[src/rtl/if_prefetch.sv]
// if_prefetch: decoupled instruction fetch front end.
// Sequential fetch requests go to instruction memory over a valid/ready
// handshake. Returned words are buffered with their PCs in a prefetch FIFO,
// and decode drains that FIFO over a valid/ready handshake. A redirect flushes
// the FIFO, restarts fetch at the word-aligned target, and marks every
// in-flight request so its stale response is discarded when it returns.
//
// Optional build macro IF_RSP_BYPASS_EN: when the FIFO is empty and nothing is
// pending drop, a response is presented on id_* in the same cycle it arrives.
// If decode takes it in that cycle, it is not written to the FIFO.
//
// Ports:
//   clk, reset                 clock, synchronous active-high reset
//   redirect, redirect_addr    flush and refetch from redirect_addr
//   imem_req_valid/ready/addr  fetch request channel (addr word aligned)
//   imem_rsp_valid/data        in-order response channel, never backpressured
//   id_valid/ready/instr/pc    decode channel (FIFO head)
module if_prefetch #(
  parameter int unsigned     XLEN            = 32,
  parameter logic [XLEN-1:0] RESET_PC        = '0,
  parameter int unsigned     DEPTH           = 4,
  parameter int unsigned     MAX_OUTSTANDING = 2
) (
  input  logic            clk,
  input  logic            reset,
  input  logic            redirect,
  input  logic [XLEN-1:0] redirect_addr,
  output logic            imem_req_valid,
  input  logic            imem_req_ready,
  output logic [XLEN-1:0] imem_req_addr,
  input  logic            imem_rsp_valid,
  input  logic [31:0]     imem_rsp_data,
  output logic            id_valid,
  input  logic            id_ready,
  output logic [31:0]     id_instr,
  output logic [XLEN-1:0] id_pc
);

  localparam int unsigned PW = (DEPTH > 1) ? $clog2(DEPTH) : 1;
  localparam int unsigned CW = PW + 1;
  localparam int unsigned OW = $clog2(MAX_OUTSTANDING + 1);
  localparam int unsigned QW = (MAX_OUTSTANDING > 1) ? $clog2(MAX_OUTSTANDING) : 1;
  localparam int unsigned SW = CW + OW;

  logic [XLEN-1:0] fetch_pc;

  logic [XLEN-1:0] fifo_pc    [DEPTH];
  logic [31:0]     fifo_instr [DEPTH];
  logic [PW-1:0]   wr_ptr, rd_ptr;
  logic [CW-1:0]   fifo_count;

  logic [XLEN-1:0] infl_pc [MAX_OUTSTANDING];
  logic [QW-1:0]   q_wr, q_rd;

  logic [OW-1:0]   outstanding, outstanding_next;
  logic [OW-1:0]   drop_cnt;

  logic            req_fire, rsp_fire, rsp_drop, rsp_keep;
  logic            fifo_empty, fifo_push, fifo_pop;
  logic [SW-1:0]   slots_used;
  logic [1:0]      unused_addr_bits;

  assign unused_addr_bits = redirect_addr[1:0];

  assign fifo_empty = (fifo_count == '0);

  // Slots already committed: buffered entries plus requests whose responses
  // will actually land in the FIFO (dropped ones never take a slot).
  assign slots_used = SW'(fifo_count) + SW'(outstanding) - SW'(drop_cnt);

  assign imem_req_valid = !reset && !redirect
                       && (outstanding < OW'(MAX_OUTSTANDING))
                       && (slots_used < SW'(DEPTH));
  assign imem_req_addr  = fetch_pc;
  assign req_fire       = imem_req_valid && imem_req_ready;

  // A response with nothing outstanding is a protocol violation; ignore it.
  assign rsp_fire = !reset && imem_rsp_valid && (outstanding != '0);
  assign rsp_drop = rsp_fire && (drop_cnt != '0);
  assign rsp_keep = rsp_fire && (drop_cnt == '0);

`ifdef IF_RSP_BYPASS_EN
  logic bypass;
  assign bypass    = rsp_keep && fifo_empty;
  assign id_valid  = !reset && (!fifo_empty || bypass);
  assign id_instr  = bypass ? imem_rsp_data : fifo_instr[rd_ptr];
  assign id_pc     = bypass ? infl_pc[q_rd] : fifo_pc[rd_ptr];
  assign fifo_push = rsp_keep && !redirect && !(bypass && id_ready);
`else
  assign id_valid  = !reset && !fifo_empty;
  assign id_instr  = fifo_instr[rd_ptr];
  assign id_pc     = fifo_pc[rd_ptr];
  assign fifo_push = rsp_keep && !redirect;
`endif

  assign fifo_pop = id_valid && id_ready && !fifo_empty;

  always_comb begin
    outstanding_next = outstanding;
    if (req_fire && !rsp_fire)
      outstanding_next = outstanding + OW'(1);
    else if (!req_fire && rsp_fire)
      outstanding_next = outstanding - OW'(1);
  end

  always_ff @(posedge clk) begin
    if (reset) begin
      fetch_pc    <= RESET_PC;
      wr_ptr      <= '0;
      rd_ptr      <= '0;
      fifo_count  <= '0;
      q_wr        <= '0;
      q_rd        <= '0;
      outstanding <= '0;
      drop_cnt    <= '0;
    end else begin
      outstanding <= outstanding_next;

      if (req_fire) begin
        fetch_pc <= fetch_pc + XLEN'(4);
        q_wr     <= (q_wr == QW'(MAX_OUTSTANDING - 1)) ? '0 : q_wr + QW'(1);
      end
      // The in-flight queue pops even for dropped responses so PCs stay paired.
      if (rsp_fire)
        q_rd <= (q_rd == QW'(MAX_OUTSTANDING - 1)) ? '0 : q_rd + QW'(1);

      if (redirect) begin
        fetch_pc   <= {redirect_addr[XLEN-1:2], 2'b00};
        wr_ptr     <= '0;
        rd_ptr     <= '0;
        fifo_count <= '0;
        // Everything still in flight after this cycle is stale; this also
        // covers responses already marked by an earlier redirect.
        drop_cnt   <= outstanding_next;
      end else begin
        if (fifo_push) wr_ptr <= wr_ptr + PW'(1);
        if (fifo_pop)  rd_ptr <= rd_ptr + PW'(1);
        if (fifo_push && !fifo_pop)
          fifo_count <= fifo_count + CW'(1);
        else if (!fifo_push && fifo_pop)
          fifo_count <= fifo_count - CW'(1);
        if (rsp_drop) drop_cnt <= drop_cnt - OW'(1);
      end
    end
  end

  // Storage arrays carry no reset; validity is tracked by pointers/counters.
  always_ff @(posedge clk) begin
    if (req_fire)
      infl_pc[q_wr] <= fetch_pc;
    if (fifo_push) begin
      fifo_pc[wr_ptr]    <= infl_pc[q_rd];
      fifo_instr[wr_ptr] <= imem_rsp_data;
    end
  end

endmodule

[config.mk]
export PLATFORM = sky130hd
export DESIGN_NAME = if_prefetch
export DESIGN_NICKNAME = d
export VERILOG_FILES = /design/src/rtl/if_prefetch.sv
export SDC_FILE = /design/constraint.sdc
export NUM_CORES = 1
export LEC_CHECK = 0
export ABC_AREA = 1
export BUFFER_PORTS_ARGS = -buffer_cell sky130_fd_sc_hd__buf_2
export CAP_MARGIN = 20
export CORE_MARGIN = 2
export CORE_UTILIZATION = 60
export CTS_BUF_LIST = sky130_fd_sc_hd__clkbuf_8
export DETAILED_ROUTE_END_ITERATION = 8
export PLACE_DENSITY = 0.82
export SKIP_LAST_GASP = 1
export SLEW_MARGIN = 20
export SYNTH_ARGS = -nofsm -noshare
export SYNTH_HDL_FRONTEND = slang
export SYNTH_SLANG_ARGS = --single-unit
[constraint.sdc]
create_clock -name clk -period 10.3 [get_ports clk]
set_input_delay 0 -clock clk [delete_from_list [all_inputs] [get_ports clk]]
set_output_delay 0 -clock clk [all_outputs]
set_load 0.01 [all_outputs]
Word-level counts from Yosys, hierarchy flattened. Memory sizes are Yosys's and may differ from the RTL's. A register that Yosys moved wholly into a read port is not among the register bits. Index checks and enable logic that the tools add are counted.

RAM bits: 320. Memories: 3. Input port bits: 70. Flip-flop bits (word level): 45. Output and inout port bits: 98. Word-level logic and storage cells: 77.

Memories: fifo_instr (depth 4, bits a word 32, read ports 1, clocked after Yosys merged registers in 1, wr ports 1, RTL line 48) `logic [31:0] fifo_instr [DEPTH];`; fifo_pc (depth 4, bits a word 32, read ports 1, clocked after Yosys merged registers in 1, wr ports 1, RTL line 47) `logic [XLEN-1:0] fifo_pc [DEPTH];`; infl_pc (depth 2, bits a word 32, read ports 1, clocked after Yosys merged registers in 1, wr ports 1, RTL line 52) `logic [XLEN-1:0] infl_pc [MAX_OUTSTANDING];`.

$lt $le $gt $ge: 2. Add/subtract/negate cells: 12. Reduce and logical (&&, ||, !) cells: 31. Mux-type cells: 20.

Operators with widths (count): $mux W32 (2); $add A32 B3 Y32 const B (1); $logic_and A1 B1 Y1 (16); $mux W2 (8); $reduce_bool A2 Y1 (5); $mux W1 (8); $logic_not A1 Y1 (7); $add A2 B1 Y2 const B (3); $mux W3 (2); $lt A5 B3 Y1 const B (1); $sub A4 B2 Y5 (1); $add A3 B2 Y4 (1); $sub A2 B1 Y2 const B (2); $add A3 B1 Y3 const B (1); $logic_not A3 Y1 (1); $sub A3 B1 Y3 const B (1); $add A1 B1 Y1 const B (2); $logic_not A2 Y1 (1); $lt A2 B2 Y1 const B (1); $reduce_or A2 Y1 (1).

Longest topological paths before layout. Gate-level depths: netlist (run 1).

Depth in word-level cells: 10. Mapped depth: 15.

Worst setup path before layout (run 1). Ideal clock, no wire load.

Path type: register to register. From: reg outstanding[1]. To: mem fifo_instr[0][0] (enable). Clock period less this slack: 4194 ps. Stages on the path, launching flop included: 10. Data arrival time: 3712 ps. Path slack: 6106 ps. Path through: dfxtp_1 > inv_1 > ha_1 > nor2_1 > inv_1 > nor2_1 > inv_1 > nor2_1 > inv_1 > nor2_1.

Word-level cells in the longest chain between the ends: 6.

Ends and longest elaborated chain: from (decl) (RTL line 55) `logic [OW-1:0] outstanding, outstanding_next;`; from (signal assigned) (RTL line 117) `outstanding <= outstanding_next;`; $reduce_bool A2 Y1 (RTL line 78) `assign rsp_fire = !reset && imem_rsp_valid && (outstanding != '0);`; $logic_and A1 B1 Y1 (RTL line 78); $logic_and A1 B1 Y1 (RTL line 80) `assign rsp_keep = rsp_fire && (drop_cnt == '0);`; $logic_and A1 B1 Y1 (RTL line 93) `assign fifo_push = rsp_keep && !redirect;`; net fifo_push (RTL line 59) `logic fifo_empty, fifo_push, fifo_pop;`; $mux W1 (RTL line 151) `if (fifo_push) begin`; $mux W1 (not written as such) (RTL line 153) `fifo_instr[wr_ptr] <= imem_rsp_data;`; to (decl) (RTL line 48).

The timed path passes the listed nets, and every way through them passes these cells.

Worst setup path after layout (run 1).
From: reg fifo_count[1]. To: reg fetch_pc[16], in the netlist imem_req_addr[16].

Word-level cells in the longest chain between the ends: 6.

Ends and longest elaborated chain: from (decl) (RTL line 50) `logic [CW-1:0] fifo_count;`; from (signal assigned) (RTL line 139) `fifo_count <= fifo_count + CW'(1);`; from (signal assigned) (RTL line 141) `fifo_count <= fifo_count - CW'(1);`; $add A3 B2 Y4 (RTL line 69) `assign slots_used = SW'(fifo_count) + SW'(outstanding) - SW'(drop_cnt);`; $sub A4 B2 Y5 (RTL line 69); $lt A5 B3 Y1 (RTL line 73) `&& (slots_used < SW'(DEPTH));`; $logic_and A1 B1 Y1 (RTL line 73); $logic_and A1 B1 Y1 (RTL line 75) `assign req_fire = imem_req_valid && imem_req_ready;`; $reduce_bool A2 Y1 (no line); to (signal assigned) (RTL line 120) `fetch_pc <= fetch_pc + XLEN'(4);`; to (signal assigned) (RTL line 128) `fetch_pc <= {redirect_addr[XLEN-1:2], 2'b00};`; to (decl) (RTL line 45) `logic [XLEN-1:0] fetch_pc;`.

No other way between the ends. A chain may end at the register's enable or synchronous reset.

==> metrics.cfg, run 1 <==
[status]
outcome=finished clean

[min_path]
worstHoldPathType=input pin to register
hp-start=imem_rsp_data[0]
worstHoldPathCells=2
hold_path_end=fifo_instr[2][0]

[global_routing]
gr-total-overflow=0
grt_start_max_net_pins=79
gr-usage-all-layers=0.253
antenna_found_initial=0
first_global_vias=9979
grt_first_pass_wirelength_mm=49.1

[worst_setup_path]
critical_path.reg2reg.startpoint=fifo_count[1]
timing.critical_path.to_type=register
setup.worst_path.start_class=register
worst-r2r-cell-count=14
critical_path_arrival_ns=4.13
path_max_fanout=23
critical_path.reg2reg.endpoint=imem_req_addr[16]
crit_required_ns=10.74
timing_worst_setup_path_type=register to register
startpoint=fifo_count[1]
reg2reg_slack_ns=6.61

[yosys]
post_synthesis_adder_cell_area_fraction=0.0133
synthMostInstantiatedCell=edfxtp_1
ys_seq_elements=354
post_synth_instance_area_um2=14300
synth-simple-area-share=0.109
synth-compound-area-share=0.0993
synthesis.area_per_instance_um2=12.3
post_synth_mux_area_share=0.0235
yosys_warnings=0
number_of_flops_mapped_to_enable_cells_by_yosys=308
synth_top_family_by_area=simple AND/OR/NAND/NOR gates
post_synthesis_cell_count=1166
synthDominantAreaCellType=edfxtp_1
synth-seq-area-share=0.709
netlist.area_leader.share=0.645
synth.lib_cells_used.distinct=40
asyncSetResetFlopFracSynth=0
synthTopCellsByCount=edfxtp_1, nor2_1, o21ai_0
synth_ff_type=edfxtp_1
post_synth_xor_area_fraction=0.00977
yosys-top-cells-area=edfxtp_1, dfxtp_1, o21ai_0, nor2_1, nand2_1

[power]
totalPowerFinal_uw=2850
vdd.ir_drop.worst_mv=0.104
power_density_nw_per_um2=164
static-leakage-power_uw=0.00637

[placement]
dp.final_hpwl_mm=16.8
placement.setup.worst_slack_ns=7.21
placed_area_um2=15400
io_buffer_count=161
final_gp_congestion=0.884

[final_layout]
area_growth_syn_to_layout_pct=21.0
final_nets=1515
antenna_cells=0
n_fill_cell=1445
drive_above_1_share=0.207
finish.instance_area_um2=17400

[timing]
tns_ns=0
final_max_slew_viol_count=0
final-setup-viol-count=0
postLayoutSetupSlackWorst_ns=6.61
maxClockFrequency_mhz=271
fin_crit_ns=3.69
hold_viol_final=0
tightest_slew_ns=0.944
finalCritPeriodShare=0.358
max_slew_margin=0.371
fin_hold_ws_ns=0.178
grt_setup_unrepaired=no
finalClockSkew_ns=0.0295

[detailed_routing]
route.detailed.vias_per_inst=5.62
antenna_left=0
drtPass1Iterations=5
drt-initial-drc-count=736
remaining_drc_errors=0
total_via_count_in_the_routed_design=10100
route.final.wire_length_mm=32.1
wl_per_cell_um=17.9

[floorplan]
design.die.area_um2=25200
die-height_um=159
start_util=0.611
ios=168
die_x_um=159
core-area_um2=23500
std_cell_rows=56

[run]
max-cap-violations=0

[clock_tree]
cts-resized-gates=0
cts-buffers-inserted=55
worst_setup_hold_path_clk_slew_ns=0.06
clk_root_buffer_cell=clkbuf_8
cts_tree=done
htree_levels=2
worst_skew_pair.late_latency_ns=0.58
clkSinkCount=354
ctsLongestPathBuffers=3

## power breakdown
part           internal (uW)  switching, uW  leakage, uW
sequential              1590           22.8      0.00315
combinational           75.6           98.1      0.00263
clock                    559            509     0.000586
## per-stage QoR
stage | cells | util
floorplan | 1169 | -
global placement | 1600 | 0.657
detailed placement | 1600 | 0.657
CTS | 1794 | 0.739
global route | 1794 | 0.739
finish | 1794 | 0.739
## kinds of logic (layout without fill, tap and decap cells)
kind of cell | Yosys count | in the layout
and+or+nand+nor | 363 | 363
DFF | 354 | 354
AOI/OAI and AO/OA | 263 | 263
buffers and inverters | 125 | 431
muxes | 30 | 30
xor gates and xnor gates | 16 | 16
adders and majority gates | 14 | 14
other | 1 | 4
## flip-flops by register name, summed over array words and instances (netlist names), named ones only
name / flops
drop_cnt: 2
rd_ptr: 2
imem_req_addr: 30
fifo_pc: 120
wr_ptr: 2
fifo_count: 3
outstanding: 2
fifo_instr: 128
q_rd: 1
q_wr: 1
infl_pc: 60
## per-layer routing
metal | vias to the layer above | wire length (um) | share of wire | GRT usage
li1 | 4696 | - | - | -
met3 | 83 | 2620 | 0.081 | 0.0533
met1 | 4818 | 13000 | 0.40 | 0.317
met4 | 0 | 936 | 0.029 | 0.106
met5 | - | 0 | 0 | 0
met2 | 483 | 15600 | 0.48 | 0.431
## critical path, stage by stage, from the launching register on
cell and delay, ns:
dfxtp_1 0.35, inv_1 0.09, fa_1 0.54, inv_1 0.04, ha_1 0.27, nand3_1 0.07, nand2_1 0.10, inv_1 0.05
nand2_1 0.15, nand4_4 0.40, nand2_2 0.42, inv_2 0.21, nand2_1 0.12, a31oi_1 0.11, dlygate4sd3_1 0.61
## cells in the final DEF, fill, tap and decap left out, types with 5 or more instances in the layout
| master | instances |
|---|---|
| edfxtp_1 | 308 |
| nor2_2 | 5 |
| ha_1 | 12 |
| clkinv_1 | 16 |
| nor2_4 | 10 |
| dfxtp_1 | 44 |
| nand4_1 | 5 |
| nor2_1 | 180 |
| buf_4 | 11 |
| buf_2 | 161 |
| o21ai_0 | 149 |
| a21oi_1 | 35 |
| xnor2_1 | 7 |
| dlygate4sd3_1 | 93 |
| inv_1 | 75 |
| o22ai_1 | 62 |
| nand3_1 | 24 |
| clkinv_2 | 10 |
| clkbuf_8 | 60 |
| xor2_1 | 9 |
| nand2_1 | 120 |
| a31oi_1 | 11 |
| mux2_2 | 30 |
## final cells by class
| type | count | area [um2] | share of cell area |
|---|---|---|---|
| clock inverters | 41 | 191 | 0.0110 |
| well taps | 319 | 399 | 0.0230 |
| flip-flops and latches | 354 | 10200 | 0.586 |
| inverters | 65 | 245 | 0.0141 |
| repair buffers | 265 | 1820 | 0.105 |
| clock buffers | 60 | 826 | 0.0476 |
| multi-input cells | 690 | 3700 | 0.213 |
## worst max-delay path by stage
| stage | end | slack, ns | cells after the start |
|---|---|---|---|
| final | imem_req_addr[16] | 6.61 | 14 |
| after global routing | imem_req_addr[10] | 6.40 | 14 |
| after CTS | imem_req_addr[12] | 6.70 | 14 |
| after detailed placement | imem_req_addr[17] | 7.21 | 15 |
| after global placement | imem_req_addr[17] | 7.27 | 15 |
| after floorplan | fifo_instr[0][0] | 6.11 | 9 |
## what timing repair did
| item | 4_1_cts | 5_1_grt |
|---|---|---|
| hold buffers | 93 | 0 |
| setup buffers | 0 | 0 |
| hold endpoints to repair | 171 | 0 |
(Power assumes the default switching activity.)
==> run 2, diff against run 1 <==
ABC_AREA = 0   (was 1)
CORE_UTILIZATION = 54   (was 60)
PLACE_DENSITY = 0.78   (was 0.82)
clock period = 3.3 ns   (was 10.3 ns; I/O delays follow)
==> run 2 against run 1 <==
Effect of this change: routed wire length down 12%; critical endpoint is now infl_pc[1][17]; power increased to 3.3 times the previous value; clock power rose to 3.0 times the previous value; first-iteration DRC count fell by 0.95%; sequential cell count stayed put; critical path depth down 5; setup slack lost 6.4 ns; critical path type unchanged; combinational power rose to 5.4 times the previous value; via count is 21% lower.
==> metrics.cfg, run 2 <==
[floorplan]
die-height_um=164  ; +3.4%
core-area_um2=25200  ; +7.3%
die_x_um=164  ; +3.4%
std_cell_rows=58  ; +3.6%
ios=168  ; unchanged
start_util=0.549  ; -0.0624
design.die.area_um2=26900  ; +6.8%

[detailed_routing]
route.detailed.vias_per_inst=5.68  ; +1.1%
met1_wirelength_mm=12.0  ; -7.7%
wl_per_cell_um=20.4  ; +14%
met2WireLength_mm=13.9  ; -11%
remaining_drc_errors=0  ; unchanged
drtPass1Iterations=5  ; unchanged
met3WireLength_mm=2.13  ; -18%
routed.top_layer=met4
route.final.wire_length_mm=28.4  ; -12%
drt-initial-drc-count=729  ; -0.95%
antenna_left=0  ; unchanged
total_via_count_in_the_routed_design=7932  ; -21%

[clock_tree]
cts_tree=done
worst_setup_hold_path_clk_slew_ns=0.06  ; about the same
ctsLongestPathBuffers=3  ; unchanged
htree_levels=2  ; unchanged
clkSinkCount=354  ; unchanged
worst_skew_pair.late_latency_ns=0.56  ; -0.02 ns
setup_bufs_post_cts=0  ; unchanged
cts-buffers-inserted=55  ; unchanged
clk_root_buffer_cell=clkbuf_8

[final_layout]
finish.instance_area_um2=16800  ; -3.3%
drive_above_1_share=0.335  ; +0.127
area_growth_syn_to_layout_pct=21.5
antenna_cells=0  ; unchanged
layout_commonest_cell=edfxtp_1
commonest_non_fill_non_tap_cells_in_the_layout=edfxtp_1, buf_2, dlygate4sd3_1
final_nets=1112  ; -27%
registers.top_by_ff_count=fifo_instr
largest_reg_flops=128  ; unchanged
utilization=0.667  ; -0.0727
reg.largest.list=fifo_instr x128, fifo_pc x120, infl_pc x60

[timing]
final-setup-viol-count=0  ; unchanged
finalClockSkew_ns=0.0163  ; -0.0132 ns
fin_crit_ns=3.13  ; -0.556 ns
postLayoutSetupSlackWorst_ns=0.165  ; -6.44 ns
final_max_slew_viol_count=0  ; unchanged
fin_hold_ws_ns=0.202  ; +0.0241 ns
tightest_slew_ns=0.969  ; +0.0255 ns
finalCritPeriodShare=0.950  ; +0.592
hold_viol_final=0  ; unchanged
grt_setup_unrepaired=no
max_slew_margin=0.354  ; -0.0170
maxClockFrequency_mhz=319  ; +18%

[yosys]
synthesis.area_per_instance_um2=18.3  ; +49%
synthMostInstantiatedCell=edfxtp_1
synthDominantAreaCellType=edfxtp_1
post_synth_instance_area_um2=13800  ; -3.7%
asyncSetResetFlopFracSynth=0  ; unchanged
yosys-top-cells-area=edfxtp_1, mux4_2, dfxtp_1, mux2_2, ha_1
netlist.area_leader.share=0.669  ; +0.0246
number_of_flops_mapped_to_enable_cells_by_yosys=308  ; unchanged
ys_seq_elements=354  ; unchanged
synth-seq-area-share=0.736  ; +0.0270
synth.lib_cells_used.distinct=52  ; +30%
synth_ff_type=edfxtp_1
synthTopCellsByCount=edfxtp_1, mux4_2, dfxtp_1
yosys_warnings=0  ; unchanged
post_synthesis_cell_count=756  ; -35%

[worst_setup_path]
timing.critical_path.to_type=register
crit_required_ns=3.50  ; -7.24 ns
critical_path_arrival_ns=3.33  ; -0.80 ns
timing_worst_setup_path_type=register to register
setup.worst_path.start_class=register
path_max_fanout=30  ; +30%

[power]
vdd.ir_drop.worst_mv=0.334  ; +220%
static-leakage-power_uw=0.00581  ; -8.8%
power_density_nw_per_um2=554  ; +240%

[status]
outcome=finished clean

[global_routing]
antenna_found_initial=0  ; unchanged
grt_start_max_net_pins=63  ; -20%
grt_first_pass_wirelength_mm=44.0  ; -10%
gr-total-overflow=0  ; unchanged
gr-usage-all-layers=0.215  ; -0.0384
first_global_vias=8119  ; -19%

[placement]
dp.final_hpwl_mm=17.3  ; +3.0%
placed_area_um2=15200  ; -1.6%
final_gp_congestion=0.827  ; -6.5%
placement.setup.worst_slack_ns=0.146  ; -7.06 ns
io_buffer_count=161  ; unchanged

[min_path]
worstHoldPathType=input pin to register

[run]
max-cap-violations=0  ; unchanged

run 2: layer usage:
metal,global-route usage,up-vias
li1,-,3603
met5,0,-
met4,0.0550,0
met2,0.354,336
met1,0.299,3951
met3,0.0409,42
run 2: where the power goes:
part	leakage [uW]	switching, uW	internal [uW]	total [uW]
Clock	0.000589	1540	1630	3170
Combinational	0.00205	510	426	935
Sequential	0.00316	97.2	5110	5200
run 2: layout make-up:
class	count	area, um2
Sequential cell	354	10200
Fill cell	1657	8390
Multi-Input combinational cell	346	3440
Timing Repair Buffer	253	1740
Clock buffer	56	771
Tap cell	330	413
Clock inverter	39	179
Inverter	18	67.6
run 2: cell families (layout without fill, tap and decap cells):
kind of cell               Yosys count  in the layout  share of synthesized area
AOI/OAI and AO/OA                   78             78                     0.0407
and+or+nand+nor                    140            140                     0.0542
adders and majority gates           14             14                     0.0138
buffers and inverters               59            366                     0.0175
other                                1              4                   0.000271
muxes                               98             98                      0.130
DFF                                354            354                      0.736
xor gates and xnor gates            12             12                    0.00761
run 2: metrics by stage:
| stage | power [uW] | TNS (ns) | std cells |
|---|---|---|---|
| 2_1_floorplan | 5840 | -0.711 | 759 |
| 3_3_place_gp | 6130 | 0 | 1234 |
| 3_5_place_dp | 6170 | 0 | 1234 |
| 4_1_cts | 9390 | 0 | 1396 |
| 5_1_grt | 9680 | 0 | 1396 |
| 6_report | 9310 | 0 | 1396 |
run 2: path summary, 6_finish.rpt:
| path | from | endpoint | slack [ns] | cells after the start |
|---|---|---|---|---|
| max | outstanding[1] | infl_pc[1][17] | 0.17 | 9 |
| min | imem_rsp_data[7] | fifo_instr[0][7] | 0.20 | 2 |
| min reg2reg | outstanding[1] | outstanding[1] | 0.51 | 2 |
| max reg2reg | outstanding[1] | infl_pc[1][17] | 0.17 | 9 |
run 2: critical path: stages (launching register included):
cell and delay (ns):
dfxtp_2 0.34, inv_2 0.06, fa_2 0.52, inv_1 0.04
ha_1 0.25, and3b_1 0.17, or4_1 0.53, buf_4 0.17
a21oi_2 0.20, and2_4 0.47
run 2: timing repair:
item	CTS	global route
gates resized for setup	0	1
hold endpoints to repair	167	0
endpoints found under the setup margin	0	15
hold buffers	67	0
==> run 3, diff against run 2 <==
ABC_AREA = 1   (was 0)
==> run 3 against run 2 <==
Effect of this change: cell count up 30%; final area grew 4.6%; register-to-register slack worse by 0.02 ns; power decreased by 3.2%; sequential power is 3% lower; critical path depth grew 5; global-route usage increased by 1.1 points; die area up 3.7%; maximum frequency is 0.48% lower; via count increased by 27%; critical endpoint is now imem_req_addr[26].
==> metrics.cfg, run 3 (synthesis results as in run 1) <==
[status]
outcome=finished clean

[timing]
final-setup-viol-count=0  ; unchanged
max_slew_margin=0.552  ; +0.198
finalClockSkew_ns=0.0299  ; +0.0136 ns
fin_hold_ws_ns=0.167  ; -0.0350 ns
final_max_slew_viol_count=0  ; unchanged
tightest_slew_ns=0.672  ; -0.297 ns
tns_ns=0  ; unchanged
maxClockFrequency_mhz=317  ; -0.48%
finalCritPeriodShare=0.955  ; +0.00463
fin_crit_ns=3.15  ; +0.0153 ns
hold_viol_final=0  ; unchanged

[detailed_routing]
drt-initial-drc-count=873  ; +20%
total_via_count_in_the_routed_design=10100  ; +27%
route.detailed.vias_per_inst=5.52  ; -2.8%
route.final.wire_length_mm=32.3  ; +14%
remaining_drc_errors=0  ; unchanged
antenna_left=0  ; unchanged
drtPass1Iterations=5  ; unchanged
wl_per_cell_um=17.7  ; -13%

[final_layout]
area_growth_syn_to_layout_pct=22.4
registers.top_by_ff_count=fifo_instr
commonest_non_fill_non_tap_cells_in_the_layout=edfxtp_1, nor2_1, buf_2
reg.largest.list=fifo_instr x128, fifo_pc x120, infl_pc x60
largest_reg_flops=128  ; unchanged
layout_commonest_cell=edfxtp_1
n_fill_cell=1823  ; +10%
antenna_cells=0  ; unchanged
drive_above_1_share=0.215  ; -0.120
final_nets=1524  ; +37%

[power]
clockPowerShare=0.380  ; +0.039
total_switching_power_uw=2010  ; -6.1%
power.sequential.fraction=0.558  ; about the same
internal_power_uw=7000  ; -2.3%
power_density_nw_per_um2=513  ; -7.5%
totalPowerFinal_uw=9010  ; -3.2%
switching_share=0.223  ; -0.00687
static-leakage-power_uw=0.00645  ; +11%
vdd.ir_drop.worst_mv=0.362  ; +8.2%
comb_power_share=0.062  ; -0.038

[floorplan]
std_cell_rows=59  ; +1.7%
core-area_um2=26100  ; +3.5%
die_x_um=167  ; +1.8%
start_util=0.550  ; +0.00174
ios=168  ; unchanged
die-height_um=167  ; +1.8%
design.die.area_um2=27900  ; +3.7%

[placement]
final_gp_congestion=0.909  ; +9.9%
dp.final_hpwl_mm=17.6  ; +2.2%
io_buffer_count=161  ; unchanged

[global_routing]
first_global_vias=10200  ; +25%
grt_start_max_net_pins=66  ; +4.8%
grt_first_pass_wirelength_mm=50.5  ; +15%
gr-total-overflow=0  ; unchanged
gr-usage-all-layers=0.226  ; +0.0113
antenna_found_initial=0  ; unchanged

[clock_tree]
cts-buffers-inserted=56  ; +1.8%
worst_skew_pair.late_latency_ns=0.58  ; +0.02 ns
cts_tree=done
htree_levels=2  ; unchanged
worst_setup_hold_path_clk_slew_ns=0.06  ; about the same
clkSinkCount=354  ; unchanged
clk_root_buffer_cell=clkbuf_8
ctsLongestPathBuffers=3  ; unchanged

[worst_setup_path]
critical_path.max_stage_delay_ns=0.58  ; +0.05 ns
path_max_fanout=12  ; -60%
setup.worst_path.start_class=register
crit_required_ns=3.74  ; +0.24 ns
critical_path_arrival_ns=3.59  ; +0.26 ns
worst-r2r-cell-count=14  ; +5
critical_path.cell_chain=inv_1, fa_1, inv_1, ha_1, nand3_1, nand2_1, nand2_1, nand4_4, nand2_2, buf_4, o21ai_0, nor2_1, nor2_1, dlygate4sd3_1
timing.critical_path.to_type=register
timing_worst_setup_path_type=register to register
crit_path_top_delay_cell=dlygate4sd3_1

[min_path]
worstHoldPathCells=2  ; unchanged
worstHoldPathType=input pin to register

[run]
max-cap-violations=0  ; unchanged

==> run 3: path summary, 6_finish.rpt <==
| path | start | end | slack, ns |
|---|---|---|---|
| worst min register to register | q_rd | q_rd | 0.47 |
| worst max-delay path | fifo_count[1] | imem_req_addr[26] | 0.15 |
| worst max register to register | fifo_count[1] | imem_req_addr[26] | 0.15 |
| worst min-delay path | imem_rsp_data[25] | fifo_instr[1][25] | 0.17 |
==> run 3: through the flow <==
| stage | worst slack, ns | util | area [um2] | cells |
|---|---|---|---|---|
| detailed placement | 0.680 | 0.597 | 15600 | 1622 |
| global placement | 0.743 | 0.597 | 15600 | 1622 |
| finish | 0.150 | 0.674 | 17600 | 1821 |
| global route | -0.0393 | 0.674 | 17600 | 1821 |
| floorplan | -0.894 | - | 14400 | 1169 |
| CTS | 0.117 | 0.672 | 17500 | 1816 |
==> run 3: power by group through the flow <==
stage	Clock (uW)	Sequential, uW	Combinational [uW]
global placement	0	5110	426
finish	3430	5030	559
floorplan	0	5110	264
CTS	3480	5020	527
detailed placement	0	5120	439
global route	3690	5030	611
==> run 3: per-layer routing <==
metal  vias to the layer above  global-route usage  wire length, um
met3                        90              0.0402             2250
met5                         -                   0                0
li1                       4726                   -                -
met4                         0              0.0888              922
met1                      4811               0.286            13000
met2                       427               0.390            16100
==> run 3: critical path, delay by kind of cell, from the launching register on <==
family | cells | cell delay, ns
buf+inv | 4 | 0.91
fa+ha+maj | 2 | 0.82
compound gates | 1 | 0.10
simple gates | 7 | 0.82
flops | 1 | 0.35
==> run 3: final cells by class <==
cell class                 instances  area, um2  share of cell area
sequential                       354      10200               0.579
multi-input combinational        691       3720               0.212
timing repair buffer             272       1960               0.111
clock buffer                      62        853              0.0486
tap                              335        419              0.0239
inverter                          65        245              0.0140
clock inverter                    42        199              0.0113
==> run 3: what timing repair did <==
item                                    4_1_cts  5_1_grt
endpoints found under the hold margin       172        0
hold buffers                                 90        0
setup buffers                                 0        4
endpoints found under the setup margin        0       10
gates resized for setup                       0        2
